`src/rtl/ps2_key_fifo.sv`:
```
// ps2_key_fifo: key-byte queue between the PS/2 receiver and the LCD writer.
// Optionally strips PS/2 break (F0 xx) and extended (E0) prefix codes, then
// buffers up to 2**ADDR_W bytes behind a first-word-fall-through valid/ready
// output so slow consumers never lose keystrokes.
// Ports:
//   clock, resetn           clock and synchronous active-low reset
//   in_data, in_valid       incoming key byte and its one-cycle strobe
//   out_data, out_valid     registered head of queue (0 when empty) and its valid
//   out_ready               consumer accepts head when out_valid & out_ready
//   count, full, empty      registered fill level and status flags
//   overflow                sticky flag: a byte was dropped on a full queue
//   clear_overflow          one-cycle pulse clearing overflow (set wins)
module ps2_key_fifo #(
  parameter int unsigned DATA_WIDTH   = 8,
  parameter int unsigned ADDR_W       = 4,
  parameter int unsigned FILTER_BREAK = 1
) (
  input  logic                  clock,
  input  logic                  resetn,
  input  logic [DATA_WIDTH-1:0] in_data,
  input  logic                  in_valid,
  output logic [DATA_WIDTH-1:0] out_data,
  output logic                  out_valid,
  input  logic                  out_ready,
  output logic [ADDR_W:0]       count,
  output logic                  full,
  output logic                  empty,
  output logic                  overflow,
  input  logic                  clear_overflow
);

  localparam int unsigned DEPTH = 1 << ADDR_W;
  localparam int unsigned CW    = ADDR_W + 1;

  typedef enum logic {
    F_IDLE,
    F_SKIP
  } filt_state_t;

  filt_state_t           state, state_nxt;
  logic                  push_c;

  logic [DATA_WIDTH-1:0] mem [DEPTH];
  logic [ADDR_W-1:0]     rd_ptr, wr_ptr, rd_nxt, wr_nxt;
  logic [CW-1:0]         count_nxt;
  logic [DATA_WIDTH-1:0] head_nxt;
  logic                  pop_c, wr_en_c, drop_c;

  // Filter state register
  always_ff @(posedge clock) begin
    if (!resetn) state <= F_IDLE;
    else         state <= state_nxt;
  end

  // Filter next-state and push decision; advances on every in_valid, even when full
  always_comb begin
    state_nxt = state;
    push_c    = 1'b0;
    if (FILTER_BREAK == 0) begin
      state_nxt = F_IDLE;
      push_c    = in_valid;
    end else if (in_valid) begin
      case (state)
        F_IDLE: begin
          if (in_data[7:0] == 8'hF0)      state_nxt = F_SKIP;
          else if (in_data[7:0] != 8'hE0) push_c    = 1'b1;
        end
        F_SKIP:  state_nxt = F_IDLE;  // released-key byte (or repeated F0) dropped
        default: state_nxt = F_IDLE;
      endcase
    end
  end

  // Queue control; a push onto a full queue is accepted only if the head leaves
  always_comb begin
    pop_c   = out_valid & out_ready;
    wr_en_c = push_c & (~full | pop_c);
    drop_c  = push_c & full & ~pop_c;
    rd_nxt  = pop_c   ? rd_ptr + ADDR_W'(1) : rd_ptr;
    wr_nxt  = wr_en_c ? wr_ptr + ADDR_W'(1) : wr_ptr;
    case ({wr_en_c, pop_c})
      2'b10:   count_nxt = count + CW'(1);
      2'b01:   count_nxt = count - CW'(1);
      default: count_nxt = count;
    endcase
    // Next head: the byte being written lands in the head slot only when the
    // queue is (or becomes) otherwise empty
    if (count_nxt == '0)                  head_nxt = '0;
    else if (wr_en_c && wr_ptr == rd_nxt) head_nxt = in_data;
    else                                  head_nxt = mem[rd_nxt];
  end

  // Storage array
  always_ff @(posedge clock) begin
    if (resetn && wr_en_c) mem[wr_ptr] <= in_data;
  end

  // Pointers, status and registered head
  always_ff @(posedge clock) begin
    if (!resetn) begin
      rd_ptr    <= '0;
      wr_ptr    <= '0;
      count     <= '0;
      empty     <= 1'b1;
      full      <= 1'b0;
      out_valid <= 1'b0;
      out_data  <= '0;
      overflow  <= 1'b0;
    end else begin
      rd_ptr    <= rd_nxt;
      wr_ptr    <= wr_nxt;
      count     <= count_nxt;
      empty     <= (count_nxt == '0);
      full      <= (count_nxt == CW'(DEPTH));
      out_valid <= (count_nxt != '0);
      out_data  <= head_nxt;
      if (drop_c)              overflow <= 1'b1;
      else if (clear_overflow) overflow <= 1'b0;
    end
  end

endmodule

```
`config.mk`:
```
export PLATFORM = sky130hd
export DESIGN_NAME = ps2_key_fifo
export DESIGN_NICKNAME = d
export VERILOG_FILES = /design/src/rtl/ps2_key_fifo.sv
export SDC_FILE = /design/constraint.sdc
export NUM_CORES = 1
export LEC_CHECK = 0
export CAP_MARGIN = 20
export CORE_UTILIZATION = 45
export DETAILED_ROUTE_END_ITERATION = 16
export HOLD_SLACK_MARGIN = 0.1
export PLACE_DENSITY = 0.67
export SETUP_SLACK_MARGIN = 0.4
export SKIP_LAST_GASP = 1
export SLEW_MARGIN = 30
export SYNTH_ARGS = -nofsm -noshare
export SYNTH_HDL_FRONTEND = slang
export SYNTH_SLANG_ARGS = --single-unit
```
`constraint.sdc`:
```
create_clock -name clock -period 8.8 [get_ports clock]
set_input_delay 2.64 -clock clock [delete_from_list [all_inputs] [get_ports clock]]
set_output_delay 2.64 -clock clock [all_outputs]
set_load 0.02 [all_outputs]
```
Yosys cells after proc, flatten, opt, wreduce, memory -nomap -nowiden
Memories as Yosys holds them, arrays and structs flattened. A register that Yosys moved wholly into a read port is not among the register bits.
Index checks and enable logic that the tools add are counted.
{"block": "word_totals", "reg_bits": 18, "mem_bits_rw": 128, "input_bits": 13, "output_inout_bits": 17, "elab_cells": 44, "n_memories": 1}
{"block": "op_classes", "addsub": 4, "eq_ne": 5, "muxes": 12, "bitwise": 9, "reduce_logical": 5}
{"memory": "mem", "words": 16, "word_bits": 8, "read_ports": 1, "rd_ports_with_merged_regs": 1, "wr": 1, "line_no": "43", "text": "logic [DATA_WIDTH-1:0] mem [DEPTH];"}
{"operator": "$pmux W5 S2", "n": 1}
{"operator": "$mux W1", "n": 9}
{"operator": "$add A4 B1 Y4 const B", "n": 2}
{"operator": "$eq A8 B8 Y1 const B", "n": 1}
{"operator": "$ne A8 B8 Y1 const B", "n": 1}
{"operator": "$add A5 B1 Y5 const B", "n": 1}
{"operator": "$eq A5 B5 Y1 const B", "n": 1}
{"operator": "$logic_not A5 Y1", "n": 1}
{"operator": "$reduce_bool A5 Y1", "n": 1}
{"operator": "$sub A5 B1 Y5 const B", "n": 1}
{"operator": "$and A1 B1 Y1", "n": 4}
{"operator": "$mux W4", "n": 1}
{"operator": "$not A1 Y1", "n": 4}
{"operator": "$eq A2 B1 Y1 const B", "n": 1}
{"operator": "$eq A2 B2 Y1 const B", "n": 1}
{"operator": "$pmux W1 S2", "n": 1}
{"operator": "$reduce_bool A2 Y1", "n": 1}
{"operator": "$reduce_or A2 Y1", "n": 1}
{"operator": "$logic_and A1 B1 Y1", "n": 1}
{"operator": "$or A1 B1 Y1", "n": 1}

Logic depth before layout (Yosys ltp)
Gate-level depths: netlist of run 1.
{"block": "logic_depth", "depth_word": 10, "depth_mapped": 16, "ltp_nobuf": 14}

Worst setup path before layout of run 1
OpenSTA, ideal clock, no wires.
{"block": "synth_path", "path_kind": "input port to flip-flop", "startpoint": "input port out_ready", "endpoint": "register out_data[1], read port of mem", "setup_time_ps": 124, "arrival_ps": 5440, "required_ps": 8676, "path_slack_ps": 3236, "stages": 16, "path_buffers": 2, "cell_sequence": "nand2_1 -> clkinv_1 -> o221a_2 -> buf_2 -> inv_1 -> ha_1 -> ha_1 -> clkbuf_1 -> a21o_1 -> a2111o_1 -> o21a_1 -> xnor2_1 -> o21ai_0 -> inv_1 -> o21ai_0 -> a21oi_1"}
{"block": "synth_between", "elab_chain_len": 7, "elab_cells_between_ends": 9, "classes_between": "eq/ne: 2; mux: 2; bitwise: 3; reduce/logical: 2"}
{"item": "start: declaration", "line_no": "24", "text": "input logic out_ready,"}
{"item": "$and A1 B1 Y1 *", "line_no": "76", "text": "pop_c = out_valid & out_ready;"}
{"item": "$or A1 B1 Y1", "line_no": "77", "text": "wr_en_c = push_c & (~full | pop_c);"}
{"item": "$and A1 B1 Y1", "line_no": "77"}
{"item": "$eq A2 B1 Y1 / $eq A2 B2 Y1 (equally long branches)", "line_no": "81", "text": "case ({wr_en_c, pop_c})"}
{"item": "$pmux W5 S2", "line_no": "81"}
{"item": "$logic_not A5 Y1", "line_no": "88", "text": "if (count_nxt == '0) head_nxt = '0;"}
{"item": "$reduce_or A2 Y1 (no line)"}
{"item": "end: declaration", "line_no": "22", "text": "output logic [DATA_WIDTH-1:0] out_data,"}
Mark *: on every way between the ends. The rest lies on a longest branch, timed or not.
A chain may end at the register's enable or synchronous reset.

Final worst setup path of run 1
{"block": "layout_path", "startpoint": "input port out_ready", "endpoint": "register out_data[0], read port of mem"}
Same word-level chain as after synthesis.

==> results of run 1 <==
[critical path: stages]
cell and delay [ns]:
clkdlybuf4s50_1 0.72, nand2_1 0.30, clkinv_1 0.30, o221a_2 0.38, inv_1 0.12, ha_1 0.30, fa_1 0.50, a21o_1 0.23
a2111o_1 0.40, o21a_1 0.12, xnor2_1 0.16, o21ai_0 0.13, inv_1 0.32, o21ai_0 0.14, a31oi_1 0.16
[area by class of cell]
type | count | area, µm² | share of cell area (%)
flip-flops and latches | 154 | 4360 | 53.6
multi-input cells | 319 | 2520 | 31.0
clock buffers | 21 | 460 | 5.66
repair buffers | 35 | 333 | 4.09
well taps | 211 | 264 | 3.24
clock inverters | 11 | 145 | 1.78
inverters | 13 | 48.8 | 0.600
[worst min-delay path by stage]
stage                      to  slack, ns  cells past startpoint
CTS                  overflow       0.50                      2
floorplan           wr_ptr[3]       0.49                      2
global route         overflow       0.54                      2
global placement     overflow       0.48                      2
finish               overflow       0.50                      2
detailed placement   overflow       0.49                      2
[power by group]
part	switching, µW	internal, µW	leakage [µW]
combinational	206	147	0.00105
sequential	28.0	818	0.00137
clock	285	460	0.000291
total	519	1430	0.00271
[kinds of logic (layout without fill, tap and decap cells)]
| logic type | after synthesis | in the layout | synth area share [%] |
|---|---|---|---|
| AND/OR/NAND/NOR | 142 | 142 | 11.1 |
| AO/OA/AOI/OAI | 122 | 122 | 12.6 |
| flip-flops | 154 | 154 | 61.9 |
| multiplexers | 32 | 32 | 8.25 |
| XOR/XNOR | 13 | 13 | 1.61 |
| adder cells (fa/ha/maj) | 10 | 10 | 1.88 |
| buffers and inverters | 42 | 80 | 2.71 |
[layout by cell type, fill, tap and decap left out, types with 5 or more instances in the layout]
cell | synthesis | layout
mux2_2 | 9 | 9
xnor2_1 | 9 | 8
nand2_1 | 21 | 21
dfxtp_1 | 26 | 26
a22o_1 | 5 | 5
clkdlybuf4s50_1 | 0 | 29
nor2_2 | 1 | 5
a21oi_1 | 10 | 10
clkbuf_16 | 0 | 17
inv_1 | 12 | 12
mux4_2 | 20 | 20
and3_1 | 27 | 27
o21ai_0 | 14 | 14
o311ai_0 | 5 | 5
and2_1 | 9 | 9
ha_1 | 9 | 9
nand3_1 | 13 | 13
a211oi_1 | 25 | 25
nor2_1 | 20 | 16
a21boi_0 | 10 | 10
nor4_1 | 11 | 11
buf_4 | 1 | 5
a31oi_1 | 8 | 8
nor2b_1 | 23 | 23
o22ai_1 | 6 | 6
edfxtp_1 | 128 | 128
[flip-flops by register name, indices dropped and copies added (netlist names)]
register,count
mem,128
out_data,8
count,5
rd_ptr,4
wr_ptr,4
empty,1
full,1
out_valid,1
overflow,1
state,1
[routing by layer]
layer | routed length, µm | vias up | GRT usage [%]
met2 | 8160 | 185 | 35.9
li1 | - | 2095 | -
met4 | 485 | 0 | 9.59
met1 | 6950 | 2276 | 27.5
met5 | 0 | - | 0
met3 | 1060 | 38 | 6.28
[metrics by stage]
stage	total power (µW)	setup WS, ns	instances	hold slack [ns]
5_1_grt	2020	1.98	764	0.537
3_3_place_gp	1200	2.08	731	0.476
3_5_place_dp	1210	1.85	731	0.490
2_1_floorplan	1090	3.24	515	0.490
6_report	1940	2.23	764	0.504
4_1_cts	1950	2.30	763	0.504
==> metrics.csv, run 1 <==
metric;value;unit
status;completed;
setup_tns;0;ns
dpl-instance-area;7520;µm²
critPathKind;in2reg;
worstPathMaxFanout;13;
nNetsFinal;563;
die_h;127;µm
routed_via_density;6.01;
cts_sinks;154;
antenna_cells;0;
syn_nets;538;
cts.clk_slew.worst_paths;0.06;ns
post-route-drc-count;0;
min_period_over_period;74.6;%
r2r_setup_slack;4.57;ns
tightest_slew;0.997;ns
ios;30;
wire_per_inst;21.8;µm
num_rows;45;
vias;4594;
power_density;239;nW/µm²
wirelength;16700;µm
hold_path_class;reg2reg;
drt_iter0_markers;444;
synth.most_common_cell;edfxtp_1;
leakage;0.00271;µW
layout_min_cycle_time;6.57;ns
synth_warnings;0;
grt_pass1_wl;25800;µm
synth_common_cells;edfxtp_1 (128), and3_1 (27), dfxtp_1 (26);
crit_end;out_data[0];
drv_slew;0;
fillers;1252;
synth_edf_count;128;
h-tree-depth;4;
die-width;127;µm
post_cts_buffers;0;
ys.flop_type;edfxtp_1;
synth_top_cell_area_share;54.5;%
fmax;152;MHz
postLayoutCellArea;8140;µm²
cts_made_buffers;17;
cts_resized;0;
gp_congestion;0.897;
clk_latency;0.43;ns
ctsRootBufferMaster;clkbuf_16;
r2r-end;out_data[0];
rsz0062_at_grt;no;
start_kind;input pin;
endpoint_kind;flip-flop;
hold_buffers;0;
maxCapViolCount;0;
ir_drop;128;µV
grtUsageTotal;22.0;%
io_buffers;29;
setup_viol;0;
fin_skew;0.00582;ns
drive_above_1_share;13.9;%
worst_r2r_path_depth;14;
grt_pass1_vias;4577;
first_pass_iters;6;
die_area;16200;µm²
synth-async-reset-ratio;0;%
synth_cells;515;
core-area;15300;µm²
antenna_found_initial;0;
synthesis.area;7060;µm²
clockBufferDepth;2;
synth.avg_cell_area;13.7;µm²
yosys.area.top_type;edfxtp_1;
hpwl;10700;µm
seq_area_frac_synth;61.9;%
initial_utilization;46.2;%
r2r_start;out_valid;
required;9.16;ns
arrival;6.92;ns
finalHoldViolCount;0;
grt_max_degree;40;
gr-total-overflow;0;
ant_nets;0;
netlist-cell-type-count;62;
cts_tree;done;
hold_start;overflow;
relSlewSlack;33.3;%
synthToLayoutAreaGrowth;15.4;%
utilization;53.3;%
crit_path_start;out_ready;
yosys-top-cells-area;edfxtp_1 (54%), dfxtp_1 (7.4%), mux4_2 (6.4%);
synth-seq-cells;154;
(Power assumes the default switching activity.)
==> run 2, diff against run 1 <==
Settings changed: PLACE_DENSITY 0.67 to 0.69.
Clock period 8.8 ns to 5.6 ns, I/O delays scaled along.
==> metrics.csv, run 2 (same netlist as run 1, synthesis figures left out) <==
metric;value;unit
status;completed;
initial_utilization;46.2;%
clk_latency;0.42;ns
hold_path_class;reg2reg;
crit_end;out_data[0];
ctsRootBufferMaster;clkbuf_16;
arrival;5.26;ns
required;5.95;ns
power_density;361;nW/µm²
h-tree-depth;4;
layout_min_cycle_time;4.91;ns
critPathKind;in2reg;
worstPathMaxFanout;9;
final_cell_mix;edfxtp_1 (128), clkdlybuf4s50_1 (29), and3_1 (27), dfxtp_1 (26), a211oi_1 (25);
wirelength;17400;µm
min_period_over_period;87.7;%
postLayoutCellArea;8190;µm²
io_buffers;29;
grt_max_degree;40;
antenna_found_initial;0;
drv_slew;0;
core-area;15300;µm²
r2r_setup_slack;1.88;ns
cts.clk_slew.worst_paths;0.06;ns
gp_congestion;0.860;
grt_pass1_vias;4663;
clockBufferDepth;2;
routed_via_density;6.04;
dpl-instance-area;7620;µm²
maxCapViolCount;0;
die_area;16200;µm²
largest_register;mem;
cts_tree;done;
setup_tns;0;ns
endpoint_kind;flip-flop;
wire_per_inst;22.3;µm
antenna_cells;0;
cts_made_buffers;17;
ir_drop;217;µV
vias;4701;
relSlewSlack;30.4;%
rsz0062_at_grt;no;
ios;30;
fin_skew;0.00548;ns
tightest_slew;1.04;ns
hpwl;11600;µm
fin_ws;0.691;ns
cts_sinks;154;
synthToLayoutAreaGrowth;16.0;%
start_kind;input pin;
leakage;0.00274;µW
crit_path_start;in_data[1];
final_common_cell;edfxtp_1;
largest_reg_flops;128;
drive_above_1_share;16.4;%
ant_nets;0;
nNetsFinal;577;
pre_cts_ws;0.130;ns
setup_viol;0;
worst_r2r_path_depth;14;
grt_pass1_wl;26600;µm
post-route-drc-count;0;
num_rows;45;
fmax;204;MHz
grtUsageTotal;22.7;%
r2r_start;out_valid;
drt_iter0_markers;489;
top_regs;mem (128), out_data (8), count (5);
first_pass_iters;5;
die-width;127;µm
r2r-end;out_data[0];
gr-total-overflow;0;
finalHoldViolCount;0;
die_h;127;µm
==> run 2: worst min path at each step <==
| stage | from | to | slack [ns] | cells past startpoint |
|---|---|---|---|---|
| 6_report | overflow | overflow | 0.51 | 2 |
| 2_1_floorplan | wr_ptr[3] | wr_ptr[3] | 0.49 | 2 |
| 3_5_place_dp | overflow | overflow | 0.50 | 2 |
| 5_1_grt | overflow | overflow | 0.54 | 2 |
| 3_3_place_gp | overflow | overflow | 0.49 | 2 |
| 4_1_cts | overflow | overflow | 0.52 | 2 |
==> run 2: what timing repair did <==
item	CTS	global route
hold buffers	0	0
endpoints found under the hold margin	0	0
gates resized for setup	0	2
endpoints found under the setup margin	0	7
setup buffers	0	0
==> run 2: through the flow <==
| stage | std cells | util (%) | hold WS [ns] | power [µW] |
|---|---|---|---|---|
| finish | 778 | 53.6 | 0.508 | 2960 |
| floorplan | 515 | - | 0.490 | 1710 |
| detailed placement | 746 | 50.0 | 0.505 | 1920 |
| global route | 778 | 53.6 | 0.543 | 3060 |
| CTS | 778 | 53.5 | 0.516 | 2960 |
| global placement | 746 | 50.0 | 0.487 | 1900 |
==> run 2: layer usage <==
metal / vias up / GRT usage, % / wire length (µm)
met4: 0 / 12.7 / 806
li1: 2112 / - / -
met5: - / 0 / 0
met2: 181 / 35.8 / 8200
met3: 52 / 3.89 / 906
met1: 2356 / 30.0 / 7460
==> run 2: where the power goes <==
group / internal, µW / switching, µW / leakage, µW
Clock: 605 / 443 / 0.000258
Combinational: 242 / 338 / 0.00112
Sequential: 1290 / 43.8 / 0.00137
Total: 2130 / 824 / 0.00274
==> run 2: worst max-delay path, cell delays in order <==
cell	delay (ns)
clkdlybuf4s50_1	0.48
or3_1	0.43
o221a_2	0.34
inv_1	0.14
ha_1	0.29
ha_1	0.36
a21o_1	0.20
a2111o_1	0.40
o21a_1	0.12
xnor2_1	0.17
o21ai_0	0.14
inv_2	0.22
o21ai_0	0.12
a31oi_1	0.16
==> run 2: cell type report <==
| class | count | area, µm² |
|---|---|---|
| multi-input cells | 319 | 2530 |
| repair buffers | 49 | 440 |
| inverters | 13 | 48.8 |
| well taps | 211 | 264 |
| flip-flops and latches | 154 | 4360 |
| clock buffers | 19 | 433 |
| clock inverters | 13 | 104 |
| fillers | 1252 | 7070 |
